File: config.mk
export PLATFORM = sky130hd
export DESIGN_NAME = carregador_matrizes
export DESIGN_NICKNAME = d
export VERILOG_FILES = /design/src/rtl/carregador_matrizes_pkg.sv /design/src/rtl/carregador_matrizes_contador_elementos.sv /design/src/rtl/carregador_matrizes.sv
export SDC_FILE = /design/constraint.sdc
export NUM_CORES = 1
export LEC_CHECK = 0
export ABC_AREA = 1
export CAP_MARGIN = 15
export CORE_UTILIZATION = 55
export CTS_BUF_LIST = sky130_fd_sc_hd__clkbuf_8
export CTS_CLUSTER_SIZE = 25
export DETAILED_ROUTE_END_ITERATION = 8
export PLACE_DENSITY = 0.95
export SLEW_MARGIN = 10
export SYNTH_ARGS = -nofsm -noshare
export SYNTH_HDL_FRONTEND = slang
export SYNTH_SLANG_ARGS = --single-unit
File: constraint.sdc
create_clock -name clk -period 8 [get_ports clk]
set_input_delay 0.8 -clock clk [delete_from_list [all_inputs] [get_ports clk]]
set_output_delay 0.8 -clock clk [all_outputs]
set_load 0.01 [all_outputs]
File: src/rtl/carregador_matrizes_pkg.sv
// rtl/carregador_matrizes_pkg.sv - op codes, FSM encoding and helpers for the matrix loader
package carregador_matrizes_pkg;

   localparam logic [2:0] OP_ADD      = 3'd0;
   localparam logic [2:0] OP_SUB      = 3'd1;
   localparam logic [2:0] OP_MUL      = 3'd2;
   localparam logic [2:0] OP_ESC      = 3'd3;
   localparam logic [2:0] OP_TRANS    = 3'd4;
   localparam logic [2:0] OP_OPOSTA   = 3'd5;
   localparam logic [2:0] OP_DET      = 3'd6;
   localparam logic [2:0] OP_INVALIDA = 3'd7;

   typedef enum logic [2:0] {
      ST_IDLE,
      ST_ESCALAR,
      ST_CARREGA_A,
      ST_CARREGA_B,
      ST_PRONTO
   } estado_t;

   // Binary ops (add/sub/mul) are the only ones that read matrix B.
   function automatic logic usa_b(input logic [2:0] op);
      return (op <= OP_MUL);
   endfunction

endpackage

File: src/rtl/carregador_matrizes_contador_elementos.sv
// rtl/carregador_matrizes_contador_elementos.sv - modulo counter indexing matrix slots during a fill
module contador_elementos #(
   parameter int MODULO = 9,
   parameter int CW     = $clog2(MODULO)
) (
   input  logic          clk,
   input  logic          rst,
   input  logic          en_i,
   input  logic          clr_i,
   output logic [CW-1:0] cnt_o,
   output logic          fim_o
);

   logic [CW-1:0] cnt_q;
   logic [CW-1:0] cnt_d;

   assign fim_o = (cnt_q == CW'(MODULO - 1));
   assign cnt_o = cnt_q;

   always_comb begin
      cnt_d = cnt_q;
      if (clr_i) begin
         cnt_d = '0;
      end else if (en_i) begin
         cnt_d = fim_o ? '0 : cnt_q + 1'b1;
      end
   end

   always_ff @(posedge clk or posedge rst) begin
      if (rst) begin
         cnt_q <= '0;
      end else begin
         cnt_q <= cnt_d;
      end
   end

endmodule

File: src/rtl/carregador_matrizes.sv
// rtl/carregador_matrizes.sv - registered front end that assembles op, scalar, A and B from a beat stream
module carregador_matrizes
   import carregador_matrizes_pkg::*;
#(
   parameter int N     = 3,
   parameter int WIDTH = 8
) (
   input  logic                     clk,
   input  logic                     rst,
   input  logic [WIDTH-1:0]         in_dado,
   input  logic                     in_valido,
   output logic                     in_pronto,
   output logic [2:0]               operacao,
   output logic [WIDTH-1:0]         escalar,
   output logic [N*N*WIDTH-1:0]     A,
   output logic [N*N*WIDTH-1:0]     B,
   output logic                     valido,
   input  logic                     consumido,
   output logic                     erro
);

   localparam int NN = N * N;
   localparam int CW = $clog2(NN);

   estado_t                estado_q, estado_d;
   logic [2:0]             op_q, op_d;
   logic [WIDTH-1:0]       esc_q, esc_d;
   logic [NN*WIDTH-1:0]    a_q, a_d;
   logic [NN*WIDTH-1:0]    b_q, b_d;
   logic                   erro_q, erro_d;

   logic [2:0]             op_in;
   logic                   aceita;
   logic                   cnt_en;
   logic                   cnt_clr;
   logic [CW-1:0]          cnt;
   logic                   cnt_fim;

   assign op_in     = in_dado[2:0];
   assign in_pronto = (estado_q != ST_PRONTO);
   assign aceita    = in_valido && in_pronto;
   assign cnt_en    = aceita && (estado_q == ST_CARREGA_A || estado_q == ST_CARREGA_B);
   assign cnt_clr   = (estado_q == ST_IDLE);

   contador_elementos #(
      .MODULO (NN),
      .CW     (CW)
   ) u_contador (
      .clk   (clk),
      .rst   (rst),
      .en_i  (cnt_en),
      .clr_i (cnt_clr),
      .cnt_o (cnt),
      .fim_o (cnt_fim)
   );

   always_comb begin
      estado_d = estado_q;
      op_d     = op_q;
      esc_d    = esc_q;
      a_d      = a_q;
      b_d      = b_q;
      erro_d   = 1'b0;

      unique case (estado_q)
         ST_IDLE: begin
            if (aceita) begin
               if (op_in == OP_INVALIDA) begin
                  erro_d = 1'b1;
               end else begin
                  op_d = op_in;
                  if (!usa_b(op_in)) begin
                     b_d = '0;
                  end
                  if (op_in == OP_ESC) begin
                     estado_d = ST_ESCALAR;
                  end else begin
                     esc_d    = '0;
                     estado_d = ST_CARREGA_A;
                  end
               end
            end
         end
         ST_ESCALAR: begin
            if (aceita) begin
               esc_d    = in_dado;
               estado_d = ST_CARREGA_A;
            end
         end
         ST_CARREGA_A: begin
            if (aceita) begin
               for (int k = 0; k < NN; k++) begin
                  if (cnt == CW'(k)) begin
                     a_d[k*WIDTH +: WIDTH] = in_dado;
                  end
               end
               if (cnt_fim) begin
                  estado_d = usa_b(op_q) ? ST_CARREGA_B : ST_PRONTO;
               end
            end
         end
         ST_CARREGA_B: begin
            if (aceita) begin
               for (int k = 0; k < NN; k++) begin
                  if (cnt == CW'(k)) begin
                     b_d[k*WIDTH +: WIDTH] = in_dado;
                  end
               end
               if (cnt_fim) begin
                  estado_d = ST_PRONTO;
               end
            end
         end
         ST_PRONTO: begin
            if (consumido) begin
               estado_d = ST_IDLE;
            end
         end
         default: begin
            estado_d = ST_IDLE;
         end
      endcase
   end

   always_ff @(posedge clk or posedge rst) begin
      if (rst) begin
         estado_q <= ST_IDLE;
         op_q     <= '0;
         esc_q    <= '0;
         a_q      <= '0;
         b_q      <= '0;
         erro_q   <= 1'b0;
      end else begin
         estado_q <= estado_d;
         op_q     <= op_d;
         esc_q    <= esc_d;
         a_q      <= a_d;
         b_q      <= b_d;
         erro_q   <= erro_d;
      end
   end

   assign operacao = op_q;
   assign escalar  = esc_q;
   assign A        = a_q;
   assign B        = b_q;
   assign valido   = (estado_q == ST_PRONTO);
   assign erro     = erro_q;

endmodule
Word-level counts from Yosys, hierarchy flattened
Index checks and enable logic that the tools add are counted.
Storage, ports and cells
  word-level logic and storage cells: 125
  input bits: 12
  output and inout port bits: 158
  register bits: 163
Operators by class
  reductions and logical operators: 29
  add/subtract/negate cells: 1
  muxes and demuxes: 36
  eq/ne operators: 33
  $lt $le $gt $ge: 2
  bitwise gates (word level): 1
Operators by type and width (number)
  72-bit 2-to-1 mux: 4
  72-bit one-hot mux with 2 select lines: 1
  8-bit 2-to-1 mux: 13
  6-bit AND reduction: 9
  3-bit AND reduction: 10
  3-bit 2-to-1 mux: 9
  2-bit by 1-bit != test with 1-bit output, second input constant: 11
  4-bit by 3-bit == test with 1-bit output, second input constant: 4
  8-bit one-hot mux with 2 select lines: 1
  3-bit one-hot mux with 5 select lines: 1
  2-bit != test, second input constant: 7
  4-bit 2-to-1 mux: 3
  3-bit by 2-bit == test with 1-bit output, second input constant: 3
  4-bit by 2-bit == test with 1-bit output, second input constant: 2
  8-bit AND reduction: 1
  3-bit == test, second input constant: 2
  3-bit by 2-bit less-or-equal comparator with 1-bit output, second input constant: 2
  2-bit nonzero test: 3
  5-bit AND reduction: 1
  4-bit by 1-bit adder with 4-bit output, second input constant: 1
  4-bit by 1-bit == test with 1-bit output, second input constant: 1
  4-bit == test, second input constant: 1
  4-bit zero test: 1
  3-bit by 1-bit == test with 1-bit output, second input constant: 1
  7 further kinds: 10

Longest topological paths before layout
Gate-level depths: netlist (run 1).
  depth after elaboration: 5
  depth in mapped cells: 10
  depth with buffers taken out: 8

Hierarchy
Synthesis (run 1) repeated with hierarchy kept, for this count alone.
Second synthesis, totals
  cell total of the unflattened synthesis: 827
  area total of the unflattened synthesis: 7170.6 um^2
By module, submodules not included
  carregador_matrizes: area an instance 6922.9 um^2, seq. area each 3978.8 um^2, instances 1, cells an instance 795
  contador_elementos: area an instance 247.7 um^2, seq. area each 100.1 um^2, instances 1, cells an instance 32

Least setup slack after synthesis (run 1)
No wires, ideal clock.
  path type: input -> register
  start point: input in_valido
  end point: register a_q[15] (netlist: A[15])
  arrival time: 1.677 ns
  cell stages on the path: 6
  data required time: 7.867 ns
  buffers on the path: 1
  setup slack: 6.190 ns
  setup time: 0.133 ns
  cells stage by stage: inv_1 > nor3_4 > nand3_1 > buf_2 > nand2_1 > o21ai_0
Between the ends
  word-level cells in the longest chain between the ends: 2
Ends and longest elaborated chain
  start: declaration: line carregador_matrizes.sv:11  | input logic in_valido,
  1-bit logical AND: line carregador_matrizes.sv:41  | assign aceita = in_valido && in_pronto;
  3-bit AND reduction (no line)
  end signal: assignment: line carregador_matrizes.sv:130  | a_q <= '0;
  end signal: assignment: line carregador_matrizes.sv:137  | a_q <= a_d;
  end: declaration: line carregador_matrizes.sv:28  | logic [NN*WIDTH-1:0] a_q, a_d;
Every way passes these cells.
A chain may end at the register's enable or synchronous reset.

Final worst setup path (run 1)
  start point: register estado_q[0]
  end point: output valido
Between the ends
  word-level cells in the longest chain between the ends: 1
Ends and longest elaborated chain
  start: declaration: line carregador_matrizes.sv:25  | estado_t estado_q, estado_d;
  start signal: assignment: line carregador_matrizes.sv:134  | estado_q <= estado_d;
  3-bit == test: line carregador_matrizes.sv:147  | assign valido = (estado_q == ST_PRONTO);
  end: declaration: line carregador_matrizes.sv:17  | output logic valido,
Every way passes these cells.

==> results of run 1 <==
==> cell families (layout without fill, tap and decap cells) <==
| family | Yosys count | count (layout) | share of synthesized area [%] |
|---|---|---|---|
| xor gates and xnor gates | 1 | 1 | 0.132 |
| AOI/OAI and AO/OA | 96 | 96 | 7.70 |
| adders and majority gates | 4 | 4 | 0.753 |
| buffers and inverters | 54 | 228 | 3.43 |
| and+or+nand+nor | 409 | 409 | 26.6 |
| DFF | 163 | 163 | 61.4 |
==> through the flow <==
step                      setup WS (ps)  area, sq um
after floorplan                    2800         6640
after global placement             5210         8400
after detailed placement           5140         8400
after CTS                          5390         8880
after global routing               5280         8880
final                              5400         8880
==> cell usage in the layout (no fill, tap or decap), types with 10 or more instances in the layout <==
master           netlist  routed
clkbuf_8               0      22
dfrtp_1              163     163
nand2_1              267     267
nor2_1                29      29
clkdlybuf4s50_1        0     169
o21ai_0               77      77
a21oi_1               10      10
nand3_1               94      94
inv_1                 25      26
==> per-layer routing <==
| metal | routed length (um) | up-vias | GRT usage (%) | share of wire, % |
|---|---|---|---|---|
| li1 | - | 2677 | - | - |
| met1 | 7110 | 2794 | 38.8 | 39 |
| met2 | 8560 | 313 | 47.5 | 48 |
| met3 | 2010 | 29 | 10.7 | 11 |
| met4 | 325 | 0 | 9.91 | 1.8 |
| met5 | 0 | - | 0 | 0 |
==> worst max-delay path, cell delays in order (launching register included) <==
cell	delay, ps
dfrtp_1	500
nor2_1	190
nand2_1	90
inv_1	60
clkdlybuf4s50_1	520
==> state kept, by name, summed over array words and instances (netlist names) <==
signal	count
estado_q	3
erro	1
B	72
escalar	8
A	72
operacao	3
u_contador.cnt_o	4
==> area by class of cell <==
type	instances	area, sq um
flip-flops and latches	163	4080
fillers	790	2730
multi-input cells	510	2340
repair buffers	171	1710
clock buffers	22	303
well taps	143	179
clock inverters	10	178
inverters	25	98.8
==> report_power, final <==
group	internal [uW]	switching (uW)
Combinational	562	642
Clock	411	289
Sequential	1070	175
==> path summary, 6_finish.rpt <==
kind / start / to / slack (ps)
worst min register to register: B[35] / B[35] / 480
worst min-delay path: B[35] / B[35] / 480
max in group asynchronous: rst / B[59] / 5760
worst max-delay path: estado_q[0] / valido / 5400
worst max register to register: estado_q[0] / B[7] / 5510
min in group asynchronous: rst / A[22] / 910
==> flow_summary.ini, run 1 <==
[clocking]
htreeDepth = 4
path_clk_slew_ps = 90
insertion_delay_ps = 440
cts_sinks = 163
cts_buffers = 17
postCtsSetupBuffers = 0
tritoncts = built
hold_buffers = 0
cts_root_buf = clkbuf_8
cts_buffer_depth = 2
post_cts_resized = 0

[final_layout]
utilization_pct = 76.5
drive_gt1_share_pct = 6.33
area_delta_synth_final_pct = 33.7
finalNetCount = 904
final_cells = 1044
diodes = 0

[yosys]
ys_top_cells_by_area = dfrtp_1, nand2_1, nand3_1, o21ai_0, nor2_1
yosysTopAreaCell = dfrtp_1
synth_cells = 727
yosys_warnings = 0
synth-seq-cells = 163
yosys-top-cells-count = nand2_1, dfrtp_1, nand3_1, o21ai_0, nor2_1
synth_top_flop_cell = dfrtp_1
synth_top_area_share_pct = 61.4
synth_area_per_cell_sq_um = 9.14
seq_area_frac_synth_pct = 61.4
mappedNetlistNets = 743
synth_area_sq_um = 6640
postSynth.asyncResetShare_pct = 100
yosysMostFrequentCell = nand2_1
synth_edf_count = 0
ys_types = 23

[floorplan]
initial_core_util_pct = 57.2
num_rows = 39
fp.dieW_um = 112
dieArea_sq_um = 12500
ios = 170
core_area_sq_um = 11600
fp.dieH_um = 112

[power]
power_density_nw_per_um2 = 355
ir_worst_vdd_v = 0.000278
power_uw = 3150
total_leakage_power_uw = 0.00436

[global_route]
grt_max_degree = 99
grt_use_total_pct = 30.0
grt_overflow = 0
antenna_found_initial = 0
grt_pass1_wl_mm = 28.6
grt_pass1_vias = 5489

[setup_path]
endpoint_kind = primary output
critPathKind = register to primary output
crit_required_ps = 7200
r2r_cells = 8
cp-start-kind = register
cp_max_fo = 9
cp.arrival_ps = 1800

[drt]
via_per_inst = 5.57
drt_wl_total_mm = 18.0
routedWlPerCell_um = 17.2
ant_nets = 0
drtPass1Iterations = 8
drtIter0Drc = 556
remaining_drc_errors = 13
vias = 5813

[timing]
finalHoldViolations = 0
whs_ps = 475
period_share_pct = 32.6
finalSetupViolCount = 0
slew_headroom_pct = 38.7
worstMarginPinSlew_ps = 916
clock_skew_ps = 14.1
finalMaxSlewViolations = 0
rsz0062_at_grt = no
tns_ps = 0
post-route-min-period_ps = 2600
fmax_mhz = 384

[run]
maxCapViolCount = 0

[placed_design]
dp_hpwl_mm = 11.9
dp_cells = 1012
gp_congestion = 0.876
portBuffers = 169

[run_status]
violations = DRC
status = finished with violations

[worst_hold_path]
min_path_cells = 2
hold_class = register to register
(Power assumes the default switching activity.)
==> run 2: changes to the inputs <==
CORE_UTILIZATION = 51   (was 55)
PLACE_DENSITY = 0.9   (was 0.95)
clock period = 2.45 ns   (was 8 ns; I/O delays follow)
==> flow_summary.ini, run 2 (synthesis gave the netlist of run 1 again) <==
[placed_design]
portBuffers = 169
dp_cells = 1055
dp_hpwl_mm = 12.5
gp_congestion = 0.910

[final_layout]
final_common_cell = nand2_1
final_cells = 1087
layout_common_cells = nand2_1, clkdlybuf4s50_1, dfrtp_1
drive_gt1_share_pct = 7.54
finalNetCount = 918
utilization_pct = 70.9
diodes = 0
area_delta_synth_final_pct = 35.2

[timing]
tns_ps = 0
post-route-min-period_ps = 2060
worstMarginPinSlew_ps = 870
finalSetupViolCount = 0
rsz0062_at_grt = no
finalHoldViolations = 0
clock_skew_ps = 13.4
slew_headroom_pct = 41.8
fmax_mhz = 485
finalMaxSlewViolations = 0
period_share_pct = 84.1

[floorplan]
fp.dieW_um = 116
ios = 170
fp.dieH_um = 116
core_area_sq_um = 12700
num_rows = 41
dieArea_sq_um = 13500
initial_core_util_pct = 52.4

[setup_path]
critPathKind = register to primary output
endpoint_kind = primary output
cp_slowest_cell = clkdlybuf4s50_1
path_buf_inv = 2
r2r_cells = 8
slowest_delay_ps = 520
cp_max_fo = 9
r2r-end = B[60]
r2r-start = estado_q[0]
cp.arrival_ps = 1820
crit_start = estado_q[0]
reg2reg_slack_ps = 390
critPathTopFamily = buffers and inverters
cp-start-kind = register
crit_required_ps = 2200
path_cells = nor2_1 -> nand2_1 -> inv_1 -> clkdlybuf4s50_1

[drt]
drtPass1Iterations = 5
drtIter0Drc = 585
vias = 5783
drt_wl_total_mm = 18.1
routedWlPerCell_um = 16.6
via_per_inst = 5.32
remaining_drc_errors = 0
ant_nets = 0

[clocking]
hold_buffers = 0
postCtsSetupBuffers = 0
path_clk_slew_ps = 90
tritoncts = built
cts_buffer_depth = 2
cts_buffers = 17
cts_root_buf = clkbuf_8
post_cts_resized = 0
insertion_delay_ps = 460
cts_sinks = 163
htreeDepth = 4

[global_route]
grt_use_total_pct = 28.5
grt_overflow = 0
antenna_found_initial = 0
grt_pass1_vias = 5472
grt_pass1_wl_mm = 28.6
grt_max_degree = 78

[run_status]
status = complete, no violations

[worst_hold_path]
hold_class = primary input to async pin

[power]
power_density_nw_per_um2 = 1110
total_leakage_power_uw = 0.00440
ir_worst_vdd_v = 0.000647

[run]
maxCapViolCount = 0
==> run 2: changes by cell type in the layout (fill, tap and decap cells not counted), sizes merged <==
cell	previous run	this run
buf	2	16
bufinv	5	2
clkinv	1	3
clkbuf	22	21
clkinvlp	2	3
inv	27	28
==> run 2: cell type report <==
cell class	count	area (sq um)
clock inverters	11	113
inverters	25	97.6
multi-input cells	510	2340
repair buffers	185	1850
flip-flops and latches	163	4080
clock buffers	21	289
fillers	958	3690
well taps	172	215
==> run 2: how the worst max path moves through the flow <==
| stage | end | slack, ps | cells past startpoint |
|---|---|---|---|
| floorplan | A[0] | 130 | 1 |
| global placement | A[38] | 460 | 6 |
| detailed placement | A[59] | 330 | 6 |
| CTS | valido | 380 | 4 |
| global route | valido | 250 | 4 |
| finish | valido | 390 | 4 |
==> run 2: stage by stage <==
step / power [uW] / setup WS (ps) / hold slack (ps) / area [sq um]
floorplan: 5900 / 134 / 395 / 6650
global placement: 7930 / 459 / 454 / 8580
detailed placement: 8070 / 330 / 458 / 8580
CTS: 10000 / 379 / 120 / 8980
global route: 10600 / 254 / 142 / 8980
finish: 10000 / 389 / 129 / 8980
==> run 2: routing by layer <==
| metal | global-route usage (%) | wire (um) |
|---|---|---|
| met5 | 0 | 0 |
| met4 | 9.49 | 303 |
| met3 | 7.84 | 1710 |
| met2 | 46.2 | 8590 |
| met1 | 37.5 | 7480 |
==> run 2: power breakdown <==
part | internal, uW | total (uW) | switching (uW)
clock | 1000 | 1940 | 941
combinational | 1890 | 3980 | 2090
sequential | 3490 | 4080 | 588
total | 6390 | 10000 | 3620
